### config.mk
export PLATFORM = sky130hd
export DESIGN_NAME = write_back_pipe_flat
export DESIGN_NICKNAME = d
export VERILOG_FILES = /design/src/rtl/write_back_pipe_if.sv /design/src/rtl/write_back_pipe.sv /design/src/flat_wrapper.sv
export SDC_FILE = /design/constraint.sdc
export NUM_CORES = 1
export LEC_CHECK = 0
export BUFFER_PORTS_ARGS = -buffer_cell sky130_fd_sc_hd__buf_2
export CAP_MARGIN = 40
export CORE_MARGIN = 2
export CORE_UTILIZATION = 49
export CTS_CLUSTER_DIAMETER = 50
export DETAILED_ROUTE_END_ITERATION = 12
export HOLD_SLACK_MARGIN = 0.06
export PLACE_DENSITY_LB_ADDON = 0.15
export SYNTH_ARGS = -nofsm -noshare
export SYNTH_HDL_FRONTEND = slang
export SYNTH_SLANG_ARGS = --single-unit
### constraint.sdc
create_clock -name i_clk -period 6.06 [get_ports i_clk]
set_input_delay 1.212 -clock i_clk [delete_from_list [all_inputs] [get_ports i_clk]]
set_output_delay 1.212 -clock i_clk [all_outputs]
set_load 0.005 [all_outputs]
### src/rtl/write_back_pipe_if.sv
// Handshake and register-file bundle between the memory stage, the write-back
// stage and the register-file write port.
interface write_back_pipe_if #(
  parameter int DATA_WIDTH    = 32,
  parameter int REG_NUM       = 32,
  parameter int ADDRESS_WIDTH = 32,
  parameter int COUNT_WIDTH   = 64
);
  localparam int REG_ADDR_WIDTH = $clog2(REG_NUM);

  logic                      i_valid;
  logic                      o_ready;
  logic                      i_flush;
  logic                      i_rf_wr_en;
  logic [REG_ADDR_WIDTH-1:0] i_rf_wr_addr;
  logic [DATA_WIDTH-1:0]     i_alu_result;
  logic                      i_load_en;
  logic [31:0]               i_load_data;
  logic [2:0]                i_load_funct3;
  logic [ADDRESS_WIDTH-1:0]  i_pc;
  logic                      i_ecall;

  logic                      o_rf_wr_en;
  logic [REG_ADDR_WIDTH-1:0] o_rf_wr_addr;
  logic [DATA_WIDTH-1:0]     o_rf_wr_data;
  logic [ADDRESS_WIDTH-1:0]  o_pc;
  logic                      o_retire;
  logic                      o_ecall;
  logic                      o_halt;
  logic [COUNT_WIDTH-1:0]    o_retire_count;

  // Upstream / observer side.
  modport master (
    output i_valid, i_flush, i_rf_wr_en, i_rf_wr_addr, i_alu_result,
           i_load_en, i_load_data, i_load_funct3, i_pc, i_ecall,
    input  o_ready, o_rf_wr_en, o_rf_wr_addr, o_rf_wr_data, o_pc,
           o_retire, o_ecall, o_halt, o_retire_count
  );

  // Write-back stage side.
  modport slave (
    input  i_valid, i_flush, i_rf_wr_en, i_rf_wr_addr, i_alu_result,
           i_load_en, i_load_data, i_load_funct3, i_pc, i_ecall,
    output o_ready, o_rf_wr_en, o_rf_wr_addr, o_rf_wr_data, o_pc,
           o_retire, o_ecall, o_halt, o_retire_count
  );
endinterface

### src/rtl/write_back_pipe.sv
// Write-back stage: one-entry register behind a valid/ready handshake with load
// formatting, x0 write suppression, retire counting and sticky ecall halt.
module write_back_pipe #(
  parameter int DATA_WIDTH    = 32,
  parameter int REG_NUM       = 32,
  parameter int ADDRESS_WIDTH = 32,
  parameter int COUNT_WIDTH   = 64
) (
  input logic               i_clk,
  input logic               i_rst,
  write_back_pipe_if.slave  bus
);
  localparam int REG_ADDR_WIDTH = $clog2(REG_NUM);

  typedef enum logic [2:0] {
    LB  = 3'b000,
    LH  = 3'b001,
    LBU = 3'b100,
    LHU = 3'b101
  } load_kind_e;

  logic                      vld_q;
  logic                      wr_en_q;
  logic [REG_ADDR_WIDTH-1:0] addr_q;
  logic [DATA_WIDTH-1:0]     data_q;
  logic [ADDRESS_WIDTH-1:0]  pc_q;
  logic                      ecall_q;
  logic                      halt_q;
  logic [COUNT_WIDTH-1:0]    count_q;

  logic                      ready;
  logic                      accept;
  logic [1:0]                off;
  logic [7:0]                byte_sel;
  logic [15:0]               half_sel;
  logic [DATA_WIDTH-1:0]     wr_data_d;

  // An ecall in the register blocks the next instruction so nothing younger
  // can slip in ahead of the halt.
  assign ready  = ~halt_q & ~(vld_q & ecall_q);
  assign accept = bus.i_valid & ready & ~bus.i_flush;
  assign off    = bus.i_alu_result[1:0];

  // NOTE: every always_comb output gets a default before any branch so no
  // path leaves it unassigned, which would infer a latch.
  always_comb begin
    byte_sel  = bus.i_load_data[8*off +: 8];
    half_sel  = off[1] ? bus.i_load_data[31:16] : bus.i_load_data[15:0];
    wr_data_d = bus.i_alu_result;
    if (bus.i_load_en) begin
      case (load_kind_e'(bus.i_load_funct3))
        LB:      wr_data_d = DATA_WIDTH'($signed(byte_sel));
        LBU:     wr_data_d = DATA_WIDTH'(byte_sel);
        LH:      wr_data_d = DATA_WIDTH'($signed(half_sel));
        LHU:     wr_data_d = DATA_WIDTH'(half_sel);
        default: wr_data_d = DATA_WIDTH'($signed(bus.i_load_data));
      endcase
    end
  end

  // NOTE: registered state uses non-blocking assignments so every flop
  // samples pre-edge values regardless of statement order.
  always_ff @(posedge i_clk or posedge i_rst) begin
    if (i_rst) begin
      vld_q   <= 1'b0;
      wr_en_q <= 1'b0;
      addr_q  <= '0;
      data_q  <= '0;
      pc_q    <= '0;
      ecall_q <= 1'b0;
      halt_q  <= 1'b0;
      count_q <= '0;
    end else begin
      vld_q <= accept;
      if (accept) begin
        wr_en_q <= bus.i_rf_wr_en;
        addr_q  <= bus.i_rf_wr_addr;
        data_q  <= wr_data_d;
        pc_q    <= bus.i_pc;
        ecall_q <= bus.i_ecall;
      end
      if (vld_q) count_q <= count_q + 1'b1;
      if (vld_q & ecall_q) halt_q <= 1'b1;
    end
  end

  assign bus.o_ready        = ready;
  assign bus.o_rf_wr_en     = vld_q & wr_en_q & (addr_q != '0) & ~ecall_q;
  assign bus.o_rf_wr_addr   = addr_q;
  assign bus.o_rf_wr_data   = data_q;
  assign bus.o_pc           = pc_q;
  assign bus.o_retire       = vld_q;
  assign bus.o_ecall        = vld_q & ecall_q;
  assign bus.o_halt         = halt_q;
  assign bus.o_retire_count = count_q;
endmodule

### src/flat_wrapper.sv
// flat-port wrapper written by rule: the top's interface ports become plain ports
module write_back_pipe_flat 
#(
  parameter int DATA_WIDTH    = 32,
  parameter int REG_NUM       = 32,
  parameter int ADDRESS_WIDTH = 32,
  parameter int COUNT_WIDTH   = 64
)
  (i_clk, i_rst, bus_i_valid, bus_i_flush, bus_i_rf_wr_en, bus_i_rf_wr_addr, bus_i_alu_result, bus_i_load_en, bus_i_load_data, bus_i_load_funct3, bus_i_pc, bus_i_ecall, bus_o_ready, bus_o_rf_wr_en, bus_o_rf_wr_addr, bus_o_rf_wr_data, bus_o_pc, bus_o_retire, bus_o_ecall, bus_o_halt, bus_o_retire_count);
  write_back_pipe_if #(.DATA_WIDTH(DATA_WIDTH), .REG_NUM(REG_NUM), .ADDRESS_WIDTH(ADDRESS_WIDTH), .COUNT_WIDTH(COUNT_WIDTH)) bus_i ();
  input logic i_clk;
  input logic i_rst;
  input wire logic [$bits(bus_i.i_valid)-1:0] bus_i_valid;
  input wire logic [$bits(bus_i.i_flush)-1:0] bus_i_flush;
  input wire logic [$bits(bus_i.i_rf_wr_en)-1:0] bus_i_rf_wr_en;
  input wire logic [$bits(bus_i.i_rf_wr_addr)-1:0] bus_i_rf_wr_addr;
  input wire logic [$bits(bus_i.i_alu_result)-1:0] bus_i_alu_result;
  input wire logic [$bits(bus_i.i_load_en)-1:0] bus_i_load_en;
  input wire logic [$bits(bus_i.i_load_data)-1:0] bus_i_load_data;
  input wire logic [$bits(bus_i.i_load_funct3)-1:0] bus_i_load_funct3;
  input wire logic [$bits(bus_i.i_pc)-1:0] bus_i_pc;
  input wire logic [$bits(bus_i.i_ecall)-1:0] bus_i_ecall;
  output wire logic [$bits(bus_i.o_ready)-1:0] bus_o_ready;
  output wire logic [$bits(bus_i.o_rf_wr_en)-1:0] bus_o_rf_wr_en;
  output wire logic [$bits(bus_i.o_rf_wr_addr)-1:0] bus_o_rf_wr_addr;
  output wire logic [$bits(bus_i.o_rf_wr_data)-1:0] bus_o_rf_wr_data;
  output wire logic [$bits(bus_i.o_pc)-1:0] bus_o_pc;
  output wire logic [$bits(bus_i.o_retire)-1:0] bus_o_retire;
  output wire logic [$bits(bus_i.o_ecall)-1:0] bus_o_ecall;
  output wire logic [$bits(bus_i.o_halt)-1:0] bus_o_halt;
  output wire logic [$bits(bus_i.o_retire_count)-1:0] bus_o_retire_count;
  assign bus_i.i_valid = bus_i_valid;
  assign bus_i.i_flush = bus_i_flush;
  assign bus_i.i_rf_wr_en = bus_i_rf_wr_en;
  assign bus_i.i_rf_wr_addr = bus_i_rf_wr_addr;
  assign bus_i.i_alu_result = bus_i_alu_result;
  assign bus_i.i_load_en = bus_i_load_en;
  assign bus_i.i_load_data = bus_i_load_data;
  assign bus_i.i_load_funct3 = bus_i_load_funct3;
  assign bus_i.i_pc = bus_i_pc;
  assign bus_i.i_ecall = bus_i_ecall;
  assign bus_o_ready = bus_i.o_ready;
  assign bus_o_rf_wr_en = bus_i.o_rf_wr_en;
  assign bus_o_rf_wr_addr = bus_i.o_rf_wr_addr;
  assign bus_o_rf_wr_data = bus_i.o_rf_wr_data;
  assign bus_o_pc = bus_i.o_pc;
  assign bus_o_retire = bus_i.o_retire;
  assign bus_o_ecall = bus_i.o_ecall;
  assign bus_o_halt = bus_i.o_halt;
  assign bus_o_retire_count = bus_i.o_retire_count;
  write_back_pipe #(.DATA_WIDTH(DATA_WIDTH), .REG_NUM(REG_NUM), .ADDRESS_WIDTH(ADDRESS_WIDTH), .COUNT_WIDTH(COUNT_WIDTH)) u_core (.i_clk(i_clk), .i_rst(i_rst), .bus(bus_i));
endmodule
Word level (Yosys, flattened, before mapping)
Cells that the tools add are included.
Operators by class
  $add $sub $neg: 1
  equal/unequal tests: 3
  shift-type cells: 1
  muxes and demuxes: 3
  bitwise gates (word level): 11
  reductions and logical operators: 2
Operator list (count)
  32-bit case mux with 4 select lines: 1
  64-bit by 1-bit adder with 64-bit output (second input constant): 1
  32-bit 2-to-1 mux: 1
  32-bit by 6-bit variable part select with 8-bit output: 1
  16-bit 2-to-1 mux: 1
  1-bit bitwise AND: 7
  3-bit equality test (second input constant): 2
  5-bit nonzero test: 1
  1-bit inverter: 4
  3-bit by 1-bit equality test with 1-bit output (second input constant): 1
  3-bit logical NOT: 1
Storage, ports and cells
  bits in registers: 137
  input bits: 111
  output and inout bits: 138
  word-level logic and storage cells: 29

Longest topological paths before layout
Gate-level depths: netlist (run 1).
  depth in word-level cells: 5
  depth in mapped cells: 9

Least setup slack after synthesis (run 1)
OpenSTA, ideal clock, no wires.
  kind: input to register
  start point: input bus_i_alu_result[1]
  end point: register u_core.data_q[16] (netlist: u_core.bus.o_rf_wr_data[16])
  arrival time: 2775 ps
  required time: 5923 ps
  setup slack: 3148 ps
  cell stages on the path: 7
  buffers on the path: 2
  cell sequence: clkbuf_1 -> mux4_2 -> nand2_1 -> a21oi_1 -> nor2_1 -> clkbuf_1 -> a21oi_1
Between the ends
  longest elaborated chain between the ends: 3
  elaborated cells on any way between the ends: 4
  those cells by class: 1 x shift; 3 x mux
Ends and longest elaborated chain
  start, declared: RTL line flat_wrapper.sv:17  | input wire logic [$bits(bus_i.i_alu_result)-1:0] bus_i_alu_result;
  32-bit by 6-bit variable part select with 8-bit output or 16-bit 2-to-1 mux (tied branches): RTL line write_back_pipe.sv:47, write_back_pipe.sv:48
  32-bit case mux with 4 select lines *: RTL line write_back_pipe.sv:51  | case (load_kind_e'(bus.i_load_funct3))
  32-bit 2-to-1 mux *: RTL line write_back_pipe.sv:50  | if (bus.i_load_en) begin
  end signal, assigned: RTL line write_back_pipe.sv:78  | data_q <= wr_data_d;
  end, declared: RTL line write_back_pipe.sv:25  | logic [DATA_WIDTH-1:0] data_q;
Every way passes the cells marked *; elsewhere a longest branch is shown, timed or not.
A chain may end at the register's enable or synchronous reset.

Final worst setup path (run 1)
  start point: input bus_i_flush
  end point: register u_core.data_q[26] (netlist: u_core.bus.o_rf_wr_data[26])
Between the ends
  longest elaborated chain between the ends: 2
Ends and longest elaborated chain
  start, declared: RTL line flat_wrapper.sv:14  | input wire logic [$bits(bus_i.i_flush)-1:0] bus_i_flush;
  1-bit inverter: RTL line write_back_pipe.sv:41  | assign accept = bus.i_valid & ready & ~bus.i_flush;
  1-bit bitwise AND: RTL line write_back_pipe.sv:41
Every way passes these cells.

==> results.yml, run 1 <==
drt:
  drt.antenna.violating_nets: 0
  detail_route.iter0.violations: 379
  firstDrtPassIters: 4
  finalWirelength_um: 17600
  drc: 0
  num_vias: 5894
  post_drt_wl_per_cell_um: 16.0
  vias_per_cell: 5.37
cells_and_area:
  fin_nets: 1026
  seq_area_mm2: 0.00343
  layoutNonFillerInstCount: 1098
  multi_input_area_mm2: 0.00278
  drive_above_1_share: 0.321
  fin_util: 0.661
  fillerInstances: 1097
  synthToLayoutAreaGrowth_pct: 31.2
  fin_area_mm2: 0.00837
clock_network:
  clockBufferDepth: 2
  cts_resized: 0
  cts_tree: "yes"
  clock-sinks: 137
  clk_pin_slew_ns: 0.05
  cts_max_level: 4
  hold_buffers: 0
  numCtsBuffers: 17
  worst_skew_pair.late_latency_ns: 0.41
  post_cts_buffers: 0
  ctsRootBufferMaster: "clkbuf_16"
timing:
  setup_viol: 0
  fin_crit_sh: 0.485
  slew_violations: 0
  finClkSkew_ns: 0.0104
  hold_slack_ns: 0.465
  period_needed_ns: 2.94
  max_slew_margin: 0.441
  worst_pin_slew_ns: 0.830
  setup_ws_ns: 3.12
  setup_tns_ns: 0
  rsz0062_at_grt: "no"
  hold_violations: 0
  max_freq_ghz: 0.340
place:
  gp_congestion: 0.880
  hpwlAfterDp_um: 12900
  dpl.cell_count: 1067
  io_buffers: 248
  dpl_cell_area_mm2: 0.00779
  place_ws_ns: 2.73
yosys:
  synth_seq_cells: 137
  synthXorXnorAreaFrac: 0.0865
  muxShareOfSynthArea: 0.0235
  synth_cells: 674
  synthArstFlopShare: 1.00
  synth-edff-count: 0
  synthAdderAreaFrac: 0.00196
  synth_compound_area_frac: 0.0694
  yosysSeqAreaShare: 0.537
  syn-cell-area_mm2: 0.00638
  synth_cell_types: 43
  avgSynthCellArea_um2: 9.47
  synth_top_family_by_area: "simple AND/OR/NAND/NOR gates"
  yosys.area_share.simple: 0.255
  ys.flop_type: "dfrtp_1"
  synth_nets: 786
  yosysWarningCount: 0
power_and_ir_drop:
  ir_drop_v: 0.000265
  powerDensity_mw_per_mm2: 364
  leakage_nw: 4.39
  power.total_mw: 3.04
global_route:
  grt_usage: 0.261
  grt_pass1_vias: 5797
  grt_max_degree: 72
  grt_pass1_wl_um: 29100
  grt_antenna_before_repair: 2
  grt_overflow: 0
job:
  drv_cap: 0
critical_path:
  start_kind: "primary input"
  cp_max_fo: 47
  worstSetupPathType: "primary input to flop"
  r2r_end: "u_core.bus.o_rf_wr_data[26]$_DFFE_PP0P_"
  r2r_slack_ns: 3.32
  cp-end-kind: "flop"
  rr_startpoint: "u_core.bus.o_retire$_DFF_PP0_"
  crit_arrival_ns: 3.23
  cp.required_ns: 6.35
  reg2reg_depth: 9
floorplan:
  pin_count: 249
  dieArea_mm2: 0.0140
  die_y_um: 118
  die_width_um: 118
  start_util: 0.504
  coreArea_mm2: 0.0127
  row_count: 41
status:
  status: "finished clean"
worst_hold_path:
  hp-start: "u_core.bus.o_pc[21]$_DFFE_PP0P_"
  hold_path_class: "flop to flop"
  min_delay_path_depth: 2
  min_to: "u_core.bus.o_pc[21]$_DFFE_PP0P_"
cell families (layout without fill, tap and decap cells):
group	Yosys count	count (layout)
flip-flops	137	137
multiplexers	13	13
adder cells (fa/ha/maj)	1	1
AND/OR/NAND/NOR	344	344
other	0	1
XOR/XNOR	63	63
buffers and inverters	44	295
AO/OA/AOI/OAI	72	72
sequential cells by signal, indices dropped and copies added, names as in the netlist:
signal and cells:
u_core.bus.o_retire_count 64, u_core.bus.o_pc 32, u_core.bus.o_rf_wr_data 32, u_core.bus.o_rf_wr_addr 5
u_core.bus.o_halt 1, u_core.bus.o_retire 1, u_core.ecall_q 1, u_core.wr_en_q 1
synth_stat cells, types with 2 or more instances:
library cell,number,area (µm²)
inv_1,11,41.3
and2_1,2,12.5
o22a_1,2,17.5
nand3_1,20,100
nand3b_1,8,60.1
a21oi_1,25,125
o311ai_0,7,61.3
o21ai_0,21,105
o31ai_1,3,22.5
nand4_2,2,25.0
nor2b_1,4,25.0
nor3b_1,3,22.5
buf_1,5,18.8
nand2b_1,4,25.0
nor3_1,19,95.1
nor4_4,2,42.5
o221ai_1,3,26.3
clkbuf_1,25,93.8
xnor2_1,38,333
nand2_1,178,668
a21o_1,2,15.0
xor2_1,25,219
mux2i_1,6,60.1
a221oi_1,4,35.0
and3_1,9,56.3
nand4_1,24,150
nor2_1,42,158
dfrtp_1,137,3430
and4_1,3,26.3
a31oi_1,3,18.8
mux2_2,6,67.6
nor4_1,5,31.3
or3_1,16,100
layer usage:
| layer | global-route usage | wire length, µm | part of all wire |
|---|---|---|---|
| met2 | 0.436 | 8740 | 0.50 |
| met5 | 0 | 13 | 0.00074 |
| met1 | 0.323 | 7180 | 0.41 |
| met3 | 0.0741 | 1320 | 0.075 |
| met4 | 0.0919 | 360 | 0.020 |
worst max-delay path, stage by stage:
cell	delay, ns
buf_2	0.09
nand3b_1	0.17
inv_2	0.35
buf_12	0.27
nand2_1	0.23
nor2_1	0.54
buf_4	0.27
a21oi_1	0.08
cells in the final DEF (no fill, tap or decap), types with 3 or more instances in the layout:
master / Yosys / layout
clkbuf_8: 0 / 4
clkbuf_16: 0 / 17
mux2_2: 6 / 6
nand3_1: 20 / 20
and4_1: 3 / 3
dfrtp_1: 137 / 137
buf_4: 1 / 3
o311ai_0: 7 / 7
o221ai_1: 3 / 3
clkinv_2: 0 / 4
xnor2_1: 38 / 38
mux2i_1: 6 / 6
xor2_1: 25 / 25
o21ai_0: 21 / 21
and3_1: 9 / 9
nand2b_1: 4 / 4
nor2_1: 42 / 42
o31ai_1: 3 / 3
nor2b_1: 4 / 4
nand2_1: 178 / 178
nand3b_1: 8 / 8
nor3b_1: 3 / 3
a31oi_1: 3 / 3
a21oi_1: 25 / 25
nor4_1: 5 / 5
nor3_1: 19 / 19
or3_1: 16 / 16
buf_2: 1 / 248
inv_1: 11 / 10
a221oi_1: 4 / 4
nand4_1: 24 / 24
power breakdown:
group / total (mW) / switching (mW) / leakage (nW) / internal, mW
Sequential: 1.32 / 0.148 / 1.77 / 1.17
Combinational: 0.709 / 0.374 / 2.34 / 0.336
Clock: 1.01 / 0.373 / 0.284 / 0.642
how the worst max path moves through the flow:
stage                                         endpoint  cells after the start   startpoint
5_1_grt        u_core.bus.o_rf_wr_data[26]$_DFFE_PP0P_                      8  bus_i_flush
4_1_cts        u_core.bus.o_rf_wr_data[26]$_DFFE_PP0P_                      8  bus_i_flush
2_1_floorplan            u_core.bus.o_halt$_DFFE_PP0P_                      1        i_rst
3_3_place_gp   u_core.bus.o_rf_wr_data[29]$_DFFE_PP0P_                      6  bus_i_flush
3_5_place_dp   u_core.bus.o_rf_wr_data[26]$_DFFE_PP0P_                      8  bus_i_flush
6_report       u_core.bus.o_rf_wr_data[26]$_DFFE_PP0P_                      8  bus_i_flush
area by class of cell:
class | count | share of cell area
clock inverters | 8 | 0.0114
repair buffers | 253 | 0.157
well taps | 172 | 0.0257
diodes | 1 | 0.000299
flip-flops and latches | 137 | 0.410
multi-input cells | 493 | 0.332
clock buffers | 22 | 0.0579
inverters | 12 | 0.00598
(Power assumes the default switching activity.)
==> run 2, diff against run 1 <==
Settings changed: CORE_UTILIZATION 49 to 44.
Clock period 6.06 ns to 2.66 ns, I/O delays scaled along.
==> run 2 against run 1 <==
Register-to-register slack got worse by 2.9 ns. Via count decreased by 3.0%. Sequential power rose by 130%. Cell count up 2.0%. Die area increased by 11%. Clock skew decreased by 0.0038 ns. First-iteration DRC count decreased by 15%. Sequential share of layout area shrank 0.22 points. Largest power group unchanged. Highest routed layer unchanged.
==> results.yml, run 2 (same netlist as run 1, synthesis figures left out) <==
status:
  status: "finished clean"
drt:
  finalWirelength_um: 17400
  firstDrtPassIters: 4
  post_drt_wl_per_cell_um: 15.5
  num_vias: 5719
  drt.antenna.violating_nets: 0
  vias_per_cell: 5.11
  drc: 0
  detail_route.iter0.violations: 321
timing:
  period_needed_ns: 2.25
  finClkSkew_ns: 0.00660
  max_slew_margin: 0.485
  setup_viol: 0
  setup_tns_ns: 0
  hold_violations: 0
  rsz0062_at_grt: "no"
  fin_crit_sh: 0.848
  slew_violations: 0
  worst_pin_slew_ns: 0.772
  max_freq_ghz: 0.444
place:
  gp_congestion: 0.807
  io_buffers: 248
  dpl.cell_count: 1088
  hpwlAfterDp_um: 12800
floorplan:
  coreArea_mm2: 0.0144
  die_y_um: 124
  row_count: 44
  pin_count: 249
  start_util: 0.444
  dieArea_mm2: 0.0155
  die_width_um: 124
critical_path:
  cp_max_fo: 6
  crit_arrival_ns: 2.60
  r2r_slack_ns: 0.41
  worstSetupPathType: "flop to flop"
  reg2reg_depth: 5
  cp-end-kind: "flop"
  worstPathCellList: "nand4_2 > or3_4 > or4_1 > nor3b_1 > xor2_1"
  rr_startpoint: "u_core.bus.o_retire_count[31]$_DFFE_PP0P_"
  start_kind: "flop"
  cp.required_ns: 3.00
  r2r_end: "u_core.bus.o_retire_count[53]$_DFFE_PP0P_"
  critPathSlowestCell: "or4_1"
  max_stage_delay_ns: 0.63
cells_and_area:
  layoutNonFillerInstCount: 1120
  synthToLayoutAreaGrowth_pct: 31.9
  fin_nets: 1035
  mostFrequentLayoutCells: "buf_2 (248), nand2_1 (178), dfrtp_1 (137)"
  largest_reg_flops: 64
  drive_above_1_share: 0.325
  layout_commonest_cell: "buf_2"
global_route:
  grt_antenna_before_repair: 2
  grt_usage: 0.232
  grt_max_degree: 138
  grt_pass1_vias: 5672
  grt_pass1_wl_um: 28800
  grt_overflow: 0
clock_network:
  cts_tree: "yes"
  clockBufferDepth: 2
  clock-sinks: 137
  numCtsBuffers: 17
  cts_resized: 0
  hold_buffers: 0
  clk_pin_slew_ns: 0.06
  worst_skew_pair.late_latency_ns: 0.41
  cts_max_level: 4
  post_cts_buffers: 0
  ctsRootBufferMaster: "clkbuf_16"
job:
  drv_cap: 0
power_and_ir_drop:
  ir_drop_v: 0.000445
  leakage_nw: 4.41
  powerDensity_mw_per_mm2: 809
worst_hold_path:
  hold_path_class: "primary input to async pin"
[run 2: cell count changes in the layout (fill, tap and decap cells not counted), sizes merged]
cell / previous run / this run
inv: 12 / 11
clkbuf: 22 / 23
buf: 253 / 262
bufinv: 2 / 1
diode: 1 / 2
clkinv: 4 / 5
[run 2: through the flow]
| stage | total power, mW | utilization | setup slack, ns | instance area (µm²) | hold WS (ns) |
|---|---|---|---|---|---|
| 2_1_floorplan | 3.74 | - | 0.421 | 6380 | 0.446 |
| 3_3_place_gp | 4.62 | 0.547 | 0.465 | 7860 | 0.453 |
| 3_5_place_dp | 4.66 | 0.547 | 0.435 | 7860 | 0.457 |
| 4_1_cts | 6.89 | 0.585 | 0.415 | 8410 | 0.286 |
| 5_1_grt | 7.27 | 0.585 | 0.248 | 8410 | 0.295 |
| 6_report | 6.81 | 0.586 | 0.405 | 8410 | 0.276 |
[run 2: power breakdown]
part	switching (mW)	internal, mW
sequential	0.325	2.66
combinational	0.844	0.774
clock	0.851	1.35
[run 2: critical path: cells and delay by family, from the launching register on]
kind | cells | cell delay, ns
xor gates and xnor gates | 1 | 0.17
DFF | 1 | 0.44
and+or+nand+nor | 4 | 1.57
[run 2: final cells by class]
cell class	count	area (µm²)
Fill cell	1295	5950
Sequential cell	137	3430
Multi-Input combinational cell	493	2780
Timing Repair Buffer	262	1370
Clock buffer	23	478
Tap cell	184	230
Clock inverter	7	70.1
Inverter	12	48.8
Antenna cell	2	5.00
[run 2: routing by layer]
layer	vias up	share of wire	track usage
met5	-	0.00040	0
met4	2	0.033	0.0978
met3	44	0.077	0.0816
met2	190	0.47	0.364
met1	2700	0.42	0.291
li1	2783	-	-
[run 2: worst max path at each step]
stage	startpoint	end	cells after the start
2_1_floorplan	i_rst	u_core.bus.o_halt$_DFFE_PP0P_	1
6_report	u_core.bus.o_retire_count[31]$_DFFE_PP0P_	u_core.bus.o_retire_count[53]$_DFFE_PP0P_	5
5_1_grt	u_core.bus.o_retire_count[3]$_DFFE_PP0P_	u_core.bus.o_retire_count[63]$_DFFE_PP0P_	5
3_5_place_dp	u_core.bus.o_retire_count[31]$_DFFE_PP0P_	u_core.bus.o_retire_count[57]$_DFFE_PP0P_	5
3_3_place_gp	u_core.bus.o_retire_count[31]$_DFFE_PP0P_	u_core.bus.o_retire_count[61]$_DFFE_PP0P_	5
4_1_cts	u_core.bus.o_retire_count[31]$_DFFE_PP0P_	u_core.bus.o_retire_count[57]$_DFFE_PP0P_	5
==> run 3, diff against run 2 <==
Settings changed: CORE_UTILIZATION 44 to 49.
Clock period 2.66 ns to 2.2 ns, I/O delays scaled along.
==> run 3 against run 2 <==
Count of clock-buffer cells in the layout up 3. Hold slack got worse by 0.071 ns. Critical path type unchanged. Die area decreased by 9.9%. Highest routed layer unchanged.
==> results.yml, run 3 (same netlist as run 1, synthesis figures left out) <==
cells_and_area:
  fin_area_mm2: 0.00860
  fillerInstances: 1061
  mostFrequentLayoutCells: "buf_2 (248), nand2_1 (178), dfrtp_1 (137)"
  layoutNonFillerInstCount: 1136
  synthToLayoutAreaGrowth_pct: 34.8
  fin_nets: 1065
  drive_above_1_share: 0.346
  fin_util: 0.679
  layout_commonest_cell: "buf_2"
  largest_reg_flops: 64
timing:
  setup_viol: 0
  setup_tns_ns: 0
  max_freq_ghz: 0.476
  hold_slack_ns: 0.206
  fin_crit_sh: 0.956
  period_needed_ns: 2.10
  slew_violations: 0
  finClkSkew_ns: 0.00926
  setup_ws_ns: 0.0971
  worst_pin_slew_ns: 0.541
  max_slew_margin: 0.636
  hold_violations: 0
worst_hold_path:
  hold_path_class: "primary input to flop"
  min_to: "u_core.bus.o_pc[0]$_DFFE_PP0P_"
  min_delay_path_depth: 3
  hp-start: "bus_i_pc[0]"
clock_network:
  worst_skew_pair.late_latency_ns: 0.42
  numCtsBuffers: 17
  clk_pin_slew_ns: 0.06
  clock-sinks: 137
  post_cts_buffers: 0
  cts_tree: "yes"
  cts_max_level: 4
  ctsRootBufferMaster: "clkbuf_16"
  clockBufferDepth: 2
global_route:
  grt_max_degree: 47
  grt_pass1_vias: 6033
  grt_usage: 0.268
  grt_overflow: 0
  grt_pass1_wl_um: 29600
  grt_antenna_before_repair: 2
power_and_ir_drop:
  power.total_mw: 8.14
  ir_drop_v: 0.000529
  powerDensity_mw_per_mm2: 946
  leakage_nw: 4.54
critical_path:
  reg2reg_depth: 5
  crit_arrival_ns: 2.40
  cp.required_ns: 2.50
  critPathSlowestCell: "or4_2"
  cp_max_fo: 5
  crit_family: "simple AND/OR/NAND/NOR gates"
  cp_num_buf_inv: 0
  cp-end-kind: "flop"
  cp-startpoint: "u_core.bus.o_retire_count[14]$_DFFE_PP0P_"
  start_kind: "flop"
  rr_startpoint: "u_core.bus.o_retire_count[14]$_DFFE_PP0P_"
  worstPathCellList: "nand4_1 > nor4_4 > nand3_1 > or4_2 > xnor2_1"
  r2r_end: "u_core.bus.o_retire_count[45]$_DFFE_PP0P_"
  worstSetupPathType: "flop to flop"
  max_stage_delay_ns: 0.69
  r2r_slack_ns: 0.1
floorplan:
  row_count: 41
  start_util: 0.504
  dieArea_mm2: 0.0140
  pin_count: 249
  coreArea_mm2: 0.0127
  die_width_um: 118
  die_y_um: 118
drt:
  detail_route.iter0.violations: 397
  drt.antenna.violating_nets: 0
  vias_per_cell: 5.35
  drc: 0
  firstDrtPassIters: 8
  post_drt_wl_per_cell_um: 16.3
  finalWirelength_um: 18500
  num_vias: 6079
place:
  hpwlAfterDp_um: 13400
  place_ws_ns: 0.0805
  io_buffers: 248
  dpl_cell_area_mm2: 0.00806
  gp_congestion: 0.866
  dpl.cell_count: 1105
status:
  status: "finished clean"
job:
  drv_cap: 0
==> run 3: worst max path at each step <==
| stage | endpoint | slack [ns] | cells past startpoint |
|---|---|---|---|
| after floorplan | u_core.bus.o_retire_count[45]$_DFFE_PP0P_ | 0.04 | 6 |
| after global placement | u_core.bus.o_retire_count[61]$_DFFE_PP0P_ | 0.1 | 5 |
| after detailed placement | u_core.bus.o_retire_count[57]$_DFFE_PP0P_ | 0.08 | 5 |
| after CTS | u_core.bus.o_retire_count[61]$_DFFE_PP0P_ | 0.06 | 5 |
| after global routing | u_core.bus.o_retire_count[52]$_DFFE_PP0P_ | -0.01 | 7 |
| final | u_core.bus.o_retire_count[45]$_DFFE_PP0P_ | 0.1 | 5 |
==> run 3: cell type report <==
type | count | area (µm²) | share of cell area
diodes | 1 | 2.50 | 0.000291
clock buffers | 26 | 489 | 0.0569
clock inverters | 3 | 17.5 | 0.00204
inverters | 12 | 48.8 | 0.00567
multi-input cells | 493 | 2800 | 0.326
flip-flops and latches | 137 | 3430 | 0.398
well taps | 172 | 215 | 0.0250
repair buffers | 292 | 1600 | 0.186
==> run 3: repair_timing <==
item | 4_1_cts | 5_1_grt
endpoints found under the hold margin | 13 | 0
gates resized for setup | 0 | 4
setup endpoints to repair | 0 | 13
hold buffers | 1 | 0
==> run 3: metal layers <==
metal  vias to the layer above  GRT usage  share of wire
met5                         -          0        0.00059
met4                         2      0.106          0.025
met3                        38     0.0780          0.065
met2                       263      0.448           0.50
met1                      2929      0.325           0.41
li1                       2847          -              -
==> run 3: worst register-to-register path, cell delays in order, from the launching register on <==
cell     delay (ns)
dfrtp_1        0.42
nand4_1        0.25
nor4_4         0.35
nand3_1        0.14
or4_2          0.69
xnor2_1        0.14
==> run 3: where the power goes <==
group	leakage, nW	switching, mW	internal (mW)
Sequential	1.77	0.394	3.22
Combinational	2.53	1.06	0.956
Clock	0.246	0.999	1.51
Total	4.54	2.45	5.68
